[src/rtl/ray_generator.sv]
// Per-pixel primary-ray generator: walks an H_RES x V_RES frame and presents one
// ray per pixel over a valid/ready handshake, starting from a latched camera setup.
module ray_generator #(
    parameter int H_RES = 8,
    parameter int V_RES = 8
) (
    input  logic        clk,
    input  logic        rst_n,
    input  logic        start,
    input  logic [11:0] cam_x,
    input  logic [11:0] cam_y,
    input  logic [11:0] cam_z,
    input  logic [11:0] dx0,
    input  logic [11:0] dy0,
    input  logic [11:0] dz,
    input  logic [11:0] step_x,
    input  logic [11:0] step_y,
    output logic [11:0] ox,
    output logic [11:0] oy,
    output logic [11:0] oz,
    output logic [11:0] dx,
    output logic [11:0] dy,
    output logic [11:0] dz_out,
    output logic [7:0]  px,
    output logic [7:0]  py,
    output logic        ray_valid,
    input  logic        ray_ready,
    output logic        ray_last,
    output logic        busy,
    output logic        done,
    output logic [1:0]  o_dbg_state
);

    // Handshake: a ray moves on any rising edge with ray_valid=1 and ray_ready=1.
    // ray_valid is a pure function of state, and the ray is held while ready is low.
    typedef enum logic [1:0] {
        S_IDLE = 2'd0,
        S_RUN  = 2'd1,
        S_DONE = 2'd2
    } state_t;

    state_t      r_state;
    state_t      w_state_nxt;

    logic [11:0] r_cam_x;
    logic [11:0] r_cam_y;
    logic [11:0] r_cam_z;
    logic [11:0] r_dx0;
    logic [11:0] r_dz;
    logic [11:0] r_step_x;
    logic [11:0] r_step_y;
    logic [11:0] r_dx;
    logic [11:0] r_dy;
    logic [7:0]  r_px;
    logic [7:0]  r_py;

    logic        w_run;
    logic        w_xfer;
    logic        w_px_max;
    logic        w_py_max;
    logic        w_last;

    assign w_run    = (r_state == S_RUN);
    assign w_xfer   = w_run && ray_ready;
    assign w_px_max = (r_px == 8'(H_RES - 1));
    assign w_py_max = (r_py == 8'(V_RES - 1));
    assign w_last   = w_run && w_px_max && w_py_max;

    always_ff @(posedge clk or negedge rst_n) begin
        if (!rst_n) begin
            r_state <= S_IDLE;
        end else begin
            r_state <= w_state_nxt;
        end
    end

    always_comb begin
        w_state_nxt = r_state;
        case (r_state)
            S_IDLE: if (start) w_state_nxt = S_RUN;
            S_RUN:  if (w_xfer && w_last) w_state_nxt = S_DONE;
            S_DONE: w_state_nxt = S_IDLE;
            default: w_state_nxt = S_IDLE;
        endcase
    end

    always_ff @(posedge clk or negedge rst_n) begin
        if (!rst_n) begin
            r_cam_x  <= 12'd0;
            r_cam_y  <= 12'd0;
            r_cam_z  <= 12'd0;
            r_dx0    <= 12'd0;
            r_dz     <= 12'd0;
            r_step_x <= 12'd0;
            r_step_y <= 12'd0;
            r_dx     <= 12'd0;
            r_dy     <= 12'd0;
            r_px     <= 8'd0;
            r_py     <= 8'd0;
        end else if (r_state == S_IDLE && start) begin
            r_cam_x  <= cam_x;
            r_cam_y  <= cam_y;
            r_cam_z  <= cam_z;
            r_dx0    <= dx0;
            r_dz     <= dz;
            r_step_x <= step_x;
            r_step_y <= step_y;
            r_dx     <= dx0;
            r_dy     <= dy0;
            r_px     <= 8'd0;
            r_py     <= 8'd0;
        end else if (w_xfer && !w_last) begin
            // Direction accumulates with plain 12-bit wrap; row change reloads dx.
            if (!w_px_max) begin
                r_px <= r_px + 8'd1;
                r_dx <= r_dx + r_step_x;
            end else begin
                r_px <= 8'd0;
                r_dx <= r_dx0;
                r_py <= r_py + 8'd1;
                r_dy <= r_dy - r_step_y;
            end
        end
    end

    assign ox          = r_cam_x;
    assign oy          = r_cam_y;
    assign oz          = r_cam_z;
    assign dz_out      = r_dz;
    assign dx          = r_dx;
    assign dy          = r_dy;
    assign px          = r_px;
    assign py          = r_py;
    assign ray_valid   = w_run;
    assign ray_last    = w_last;
    assign busy        = w_run;
    assign done        = (r_state == S_DONE);
    assign o_dbg_state = r_state;

endmodule

[config.mk]
export PLATFORM = sky130hd
export DESIGN_NAME = ray_generator
export DESIGN_NICKNAME = d
export VERILOG_FILES = /design/src/rtl/ray_generator.sv
export SDC_FILE = /design/constraint.sdc
export NUM_CORES = 1
export LEC_CHECK = 0
export ABC_AREA = 0
export CORE_UTILIZATION = 47
export CTS_CLUSTER_DIAMETER = 40
export DETAILED_ROUTE_END_ITERATION = 10
export GPL_TIMING_DRIVEN = 0
export PLACE_DENSITY = 0.78
export SLEW_MARGIN = 20
export SYNTH_ARGS = -nofsm -noshare
export SYNTH_HDL_FRONTEND = slang
export SYNTH_SLANG_ARGS = --single-unit
export TNS_END_PERCENT = 50
[constraint.sdc]
create_clock -name clk -period 3.6 [get_ports clk]
set_clock_uncertainty 0.15 [all_clocks]
set_input_delay 0.72 -clock clk [delete_from_list [all_inputs] [get_ports clk]]
set_output_delay 0.72 -clock clk [all_outputs]
set_load 0.03 [all_outputs]
==> key figures, run 1 <==
Timing
  – Fin crit period: 3360 ps
  – RSZ-0062 raised after global routing: false
  – Final period utilization: 0.932
  – Least-Margin Pin Slew: 791 ps
  – Setup ws final: 244 ps
  – Fin. max-slew vios: 0
  – Final hold viol count: 0
  – Peak Freq: 298 MHz
  – # setup viols final: 0
  – Slew margin rel.: 0.471

GRT
  – Pin count of the biggest net entering global routing: 72
  – Gr usage total: 0.288
  – Vias in the first global route: 6012
  – First-pass GRT wire length: 29.0 mm
  – Initial antenna violation count: 0
  – Grt total ovfl: 0

Place
  – Routability Congestion: 0.897
  – Pre-CTS setup slack: 427 ps
  – Port Buf Inserts: 193
  – Placed cell areas: 0.00827 mm^2
  – Detailed placer's ending HPWL: 13.1 mm
  – Placed Cells: 1064

CTS
  – Htree depth: 4
  – Root buffer cell: clkbuf_16
  – CTS sink cnt: 126
  – Worst-path clk slew: 60 ps
  – Hold Buf Count CTS: 0
  – TritonCTS clock tree: yes
  – Clock tree buffer depth: 2
  – Number of setup buffers added after CTS: 0
  – Cts bufs inserted: 17
  – Skew-Pair Late Insertion Delay: 430 ps

Synthesis
  – Async S/R FF share, synth: 1.00
  – Mapped Nets: 824
  – Mapped Cells: 698
  – Cell accounting for the most synthesized area: dfrtp_1
  – Share of the synthesized area in the top cell type: 0.517
  – Ranking of synthesized cells by area: dfrtp_1, nand2_1, ha_1
  – Post-synth cell types: 50
  – Mean Syn Cell Area: 8.73 um^2
  – EDFF count, synth: 0
  – Register area share after synthesis: 0.517
  – Seq cells post-synth: 126
  – Number of synthesis warnings: 0
  – Post-synth top flop: dfrtp_1
  – Cell area after synthesis: 0.00609 mm^2

Layout
  – Non-filler cells in the finished layout: 1096
  – Layout area overhead: 45.3%
  – Most common cell after layout, fill and taps aside: nand2_1
  – Post-Layout Inst Area: 0.00885 mm^2
  – Share of cells above drive strength 1: 0.0498
  – Fin util: 0.702
  – Nets: 1037
  – Antenna diodes: 0
  – Most frequent cells in the layout: nand2_1, clkdlybuf4s50_1, dfrtp_1, nor2_1, o21ai_0

Route
  – Antenna viol nets, final: 0
  – DR WL/cell: 16.5 um
  – Vias per cell: 5.21
  – Drt first pass iters: 5
  – DRT iter0 DRCs: 437
  – Drt drc: 0
  – Via Count: 5705
  – DRT Wirelength: 18.1 mm

Setup path
  – Req. time, crit path: 2730 ps
  – Crit path capture type: output port
  – Largest fanout on the critical path: 7
  – Reg2reg path depth: 11
  – Crit path kind: reg -> out
  – Reg-to-Reg Start: dy[0]
  – Worst setup path start: px[3]
  – FF-to-FF setup slack: 560 ps
  – Startpoint class of the critical path: flop
  – Worst reg2reg path endpoint: dy[10]
  – CP arrival: 2490 ps

Die
  – Die ar.: 0.0134 mm^2
  – Die Y: 116 um
  – Number of I/O pins: 194
  – Row cnt: 41
  – Core area: 0.0126 mm^2
  – Initial Util: 0.483
  – DIE WIDTH: 116 um

Pwr
  – PD cells: 532 mW/mm^2
  – Static leakage: 4.29 nW
  – VDD IR max: 0.000309 V
  – Pwr Total: 4.71 mW

Outcome
  – Outcome: finished clean

Hold path
  – Hold Path Class: in -> async

Run
  – Max cap viols: 0
## cell usage after synthesis (6+ instances only)
cell / instances
nor3_1: 6
nor2b_1: 6
nand2_1: 264
o21ai_0: 37
inv_1: 18
nor2_1: 54
o21a_1: 6
nand3_1: 10
clkbuf_1: 25
a21o_1: 6
xor2_1: 16
ha_1: 24
xnor2_1: 11
dfrtp_1: 126
a21oi_1: 30
## layer usage
metal  vias to the layer above  track usage  wire, um
met4                         0        0.132       421
met5                         -            0         0
met3                        31       0.0921      1320
li1                       2715            -         -
met2                       212        0.487      9050
met1                      2747        0.334      7340
## power by group
group          switching (mW)  total (mW)  internal, mW
Sequential              0.147        1.71          1.56
Clock                   0.638        1.70          1.07
Combinational           0.713        1.30         0.589
## worst max-delay path by stage
stage          slack, ps        to  cells after the start
4_1_cts              250  ray_last                      5
5_1_grt              190  ray_last                      5
3_5_place_dp         430  ray_last                      5
2_1_floorplan        670    dy[10]                     11
6_report             240  ray_last                      5
3_3_place_gp       -3210     oy[5]                      1
## timing repair
action	in CTS	in global routing
hold endpoints to repair	0	0
endpoints found under the setup margin	1	0
gates resized for setup	1	0
## critical path: stages (launching register included)
cell           delay, ps
dfrtp_1              440
or4_4                570
or3_1                340
buf_6                160
nor2_1               130
dlygate4sd2_1        420
## metrics by stage
step	setup TNS (ps)	hold slack, ps
4_1_cts	0	125
2_1_floorplan	0	274
3_5_place_dp	0	312
5_1_grt	0	134
3_3_place_gp	-402350	307
6_report	0	98.7
## cell type report
class,instances,area (um^2)
fillers,1030,3760
flip-flops and latches,126,3150
multi-input cells,525,2750
repair buffers,194,1960
clock buffers,21,470
well taps,172,215
plain buffers,29,129
clock inverters,11,115
inverters,18,67.6
## logic make-up after synthesis
logic type / after synthesis / share of synthesized area
DFF: 126 / 0.517
buffers and inverters: 47 / 0.0322
adders and majority gates: 26 / 0.0558
muxes: 2 / 0.00349
and+or+nand+nor: 361 / 0.242
xor gates and xnor gates: 27 / 0.0388
AOI/OAI and AO/OA: 109 / 0.111
## state kept, by name (all words and copies together) (netlist names)
register,count
dx,12
dy,12
dz_out,12
o_dbg_state,2
ox,12
oy,12
oz,12
px,8
py,8
r_dx0,12
r_step_x,12
r_step_y,12
Power figures use the tool's default switching activity.
==> run 2: changes to the inputs <==
--- a/config.mk
+++ b/config.mk
@@ -5,8 +5,8 @@
 export SDC_FILE = /design/constraint.sdc
 export NUM_CORES = 1
 export LEC_CHECK = 0
-export ABC_AREA = 0
-export CORE_UTILIZATION = 47
+export ABC_AREA = 1
+export CORE_UTILIZATION = 48
 export CTS_CLUSTER_DIAMETER = 40
 export DETAILED_ROUTE_END_ITERATION = 10
 export GPL_TIMING_DRIVEN = 0
==> key figures, run 2 <==
Layout
  – Most common cell after layout, fill and taps aside: nand2_1
  – Nets: 1201
  – Layout area overhead: 42.2%
  – Fin util: 0.707
  – Share of cells above drive strength 1: 0.0726
  – Antenna diodes: 0
  – Most frequent cells in the layout: nand2_1, clkdlybuf4s50_1, dfrtp_1, inv_1, nand3_1
  – # fillers: 1130

Synthesis
  – Synth Area in Simple Gates: 0.315
  – Ranking of synthesized cells by area: dfrtp_1, nand2_1, ha_1
  – Mux contribution to synthesized area: 0
  – Cell accounting for the most synthesized area: dfrtp_1
  – Most common cell in the netlist: nand2_1
  – Compound-Gate Fraction of Synth Area: 0.0756
  – Post-synth cell types: 39
  – XOR/XNOR share of the synthesized area: 0.0185
  – Synth Area in Adders: 0.0513
  – Largest family of logic cells by synthesized area: simple AND/OR/NAND/NOR gates
  – Async S/R FF share, synth: 1.00
  – Number of synthesis warnings: 0
  – Post-synth top flop: dfrtp_1
  – Share of the synthesized area in the top cell type: 0.475
  – EDFF count, synth: 0
  – Cell area after synthesis: 0.00664 mm^2
  – Mean Syn Cell Area: 7.70 um^2
  – Register area share after synthesis: 0.475
  – Mapped Nets: 988
  – Seq cells post-synth: 126
  – Commonest cells post-synth: nand2_1, dfrtp_1, inv_1
  – Mapped Cells: 862

Hold path
  – Hold Path Class: in -> async

CTS
  – Htree depth: 4
  – TritonCTS clock tree: yes
  – Skew-Pair Late Insertion Delay: 420 ps
  – Clock tree buffer depth: 2
  – Hold Buf Count CTS: 0
  – CTS sink cnt: 126
  – Worst-path clk slew: 60 ps
  – Root buffer cell: clkbuf_16
  – Cts bufs inserted: 17

Place
  – Port Buf Inserts: 193
  – Routability Congestion: 0.922
  – Detailed placer's ending HPWL: 13.8 mm

GRT
  – Pin count of the biggest net entering global routing: 65
  – Vias in the first global route: 6193
  – Initial antenna violation count: 0
  – Grt total ovfl: 0
  – First-pass GRT wire length: 30.6 mm
  – Gr usage total: 0.276

Setup path
  – CP arrival: 2250 ps
  – Cells along the critical path: ha_1, nand3_2, nor2_8, inv_1, buf_2, nor2_1, dlymetal6s2s_1
  – Largest fanout on the critical path: 10
  – Crit path capture type: output port
  – Slowest stage delay, CP: 420 ps
  – Reg2reg path depth: 11
  – Startpoint class of the critical path: flop
  – Crit path max-delay cell type: dfrtp_1
  – Req. time, crit path: 2730 ps
  – Crit path kind: reg -> out

Route
  – Drt first pass iters: 5
  – Vias per cell: 4.98
  – DRT iter0 DRCs: 400
  – Via Count: 6296
  – Antenna viol nets, final: 0
  – DRT Wirelength: 18.8 mm
  – Drt drc: 0
  – DR WL/cell: 14.9 um

Die
  – Core area: 0.0133 mm^2
  – Row cnt: 42
  – Number of I/O pins: 194
  – DIE WIDTH: 120 um
  – Die Y: 120 um
  – Die ar.: 0.0143 mm^2
  – Initial Util: 0.497

Timing
  – Least-Margin Pin Slew: 584 ps
  – Fin crit period: 3120 ps
  – Final TNS setup: 0 ps
  – Peak Freq: 320 MHz
  – Slew margin rel.: 0.610
  – Final hold viol count: 0
  – Final period utilization: 0.867
  – Fin. max-slew vios: 0
  – RSZ-0062 raised after global routing: false
  – # setup viols final: 0
  – Hold slack: 75.7 ps

Pwr
  – PD cells: 1000 mW/mm^2
  – Pwr Total: 9.45 mW
  – VDD IR max: 0.000499 V
  – Static leakage: 4.73 nW

Run
  – Max cap viols: 0

Outcome
  – Outcome: finished clean
run 2: cell types whose count changed in the layout (fill, tap and decap cells not counted), moves of 7 or more:
cell | previous run | this run
xnor2_1 | 11 | 4
buf_2 | 1 | 18
clkbuf_1 | 26 | 9
nand4_1 | 1 | 9
inv_1 | 18 | 63
nand3_1 | 10 | 53
nand2_1 | 264 | 376
run 2: area by class of cell:
type	count	area, um^2	area share
flip-flops and latches	126	3150	0.334
clock inverters	13	163	0.0172
repair buffers	194	1970	0.208
inverters	70	268	0.0284
plain buffers	32	165	0.0175
clock buffers	19	453	0.0480
well taps	176	220	0.0233
multi-input cells	634	3050	0.323
run 2: cell families after synthesis:
| logic type | count (synthesis) |
|---|---|
| xor gates and xnor gates | 14 |
| adders and majority gates | 26 |
| DFF | 126 |
| AOI/OAI and AO/OA | 88 |
| buffers and inverters | 102 |
| and+or+nand+nor | 506 |
run 2: timing repair:
action / 4_1_cts / 5_1_grt
endpoints found under the setup margin: 0 / 1
gates resized for setup: 0 / 1
setup buffers: 0 / 0
run 2: routing by layer:
layer  global-route usage  vias up  wire length (um)
met3               0.0798       30              1500
met1                0.346     2897              8080
met4                0.105        0               377
li1                     -     3149                 -
met2                0.450      220              8870
met5                    0        -                 0
run 2: critical path, delay by kind of cell, from the launching register on:
kind	cells	cell delay, ps
fa+ha+maj	1	260
buf+inv	3	670
flops	1	420
simple gates	3	470
run 2: stage by stage:
step                setup WS, ps  area [um^2]  instances
floorplan                    930         6640        862
global placement           -3330         8790       1231
detailed placement           548         8820       1232
CTS                         72.3         9440       1264
global route                 321         9440       1264
finish                       479         9440       1264
run 2: final timing paths:
check | endpoint | slack [ps] | from
worst min-delay path | dz_out[4] | 80 | rst_n
max in group asynchronous | r_step_y[9] | 2540 | rst_n
worst max-delay path | ray_last | 480 | px[0]
worst min register to register | r_dx0[9] | 320 | r_dx0[9]
worst max register to register | dx[11] | 1500 | px[0]
min in group clk | r_dx0[9] | 320 | r_dx0[9]
run 2: report_power, final:
part           switching (mW)  internal, mW  leakage (nW)
logic                    3.09          2.04          2.87
clock network           0.658          1.13         0.296
registers               0.466          2.06          1.57
total                    4.21          5.23          4.73
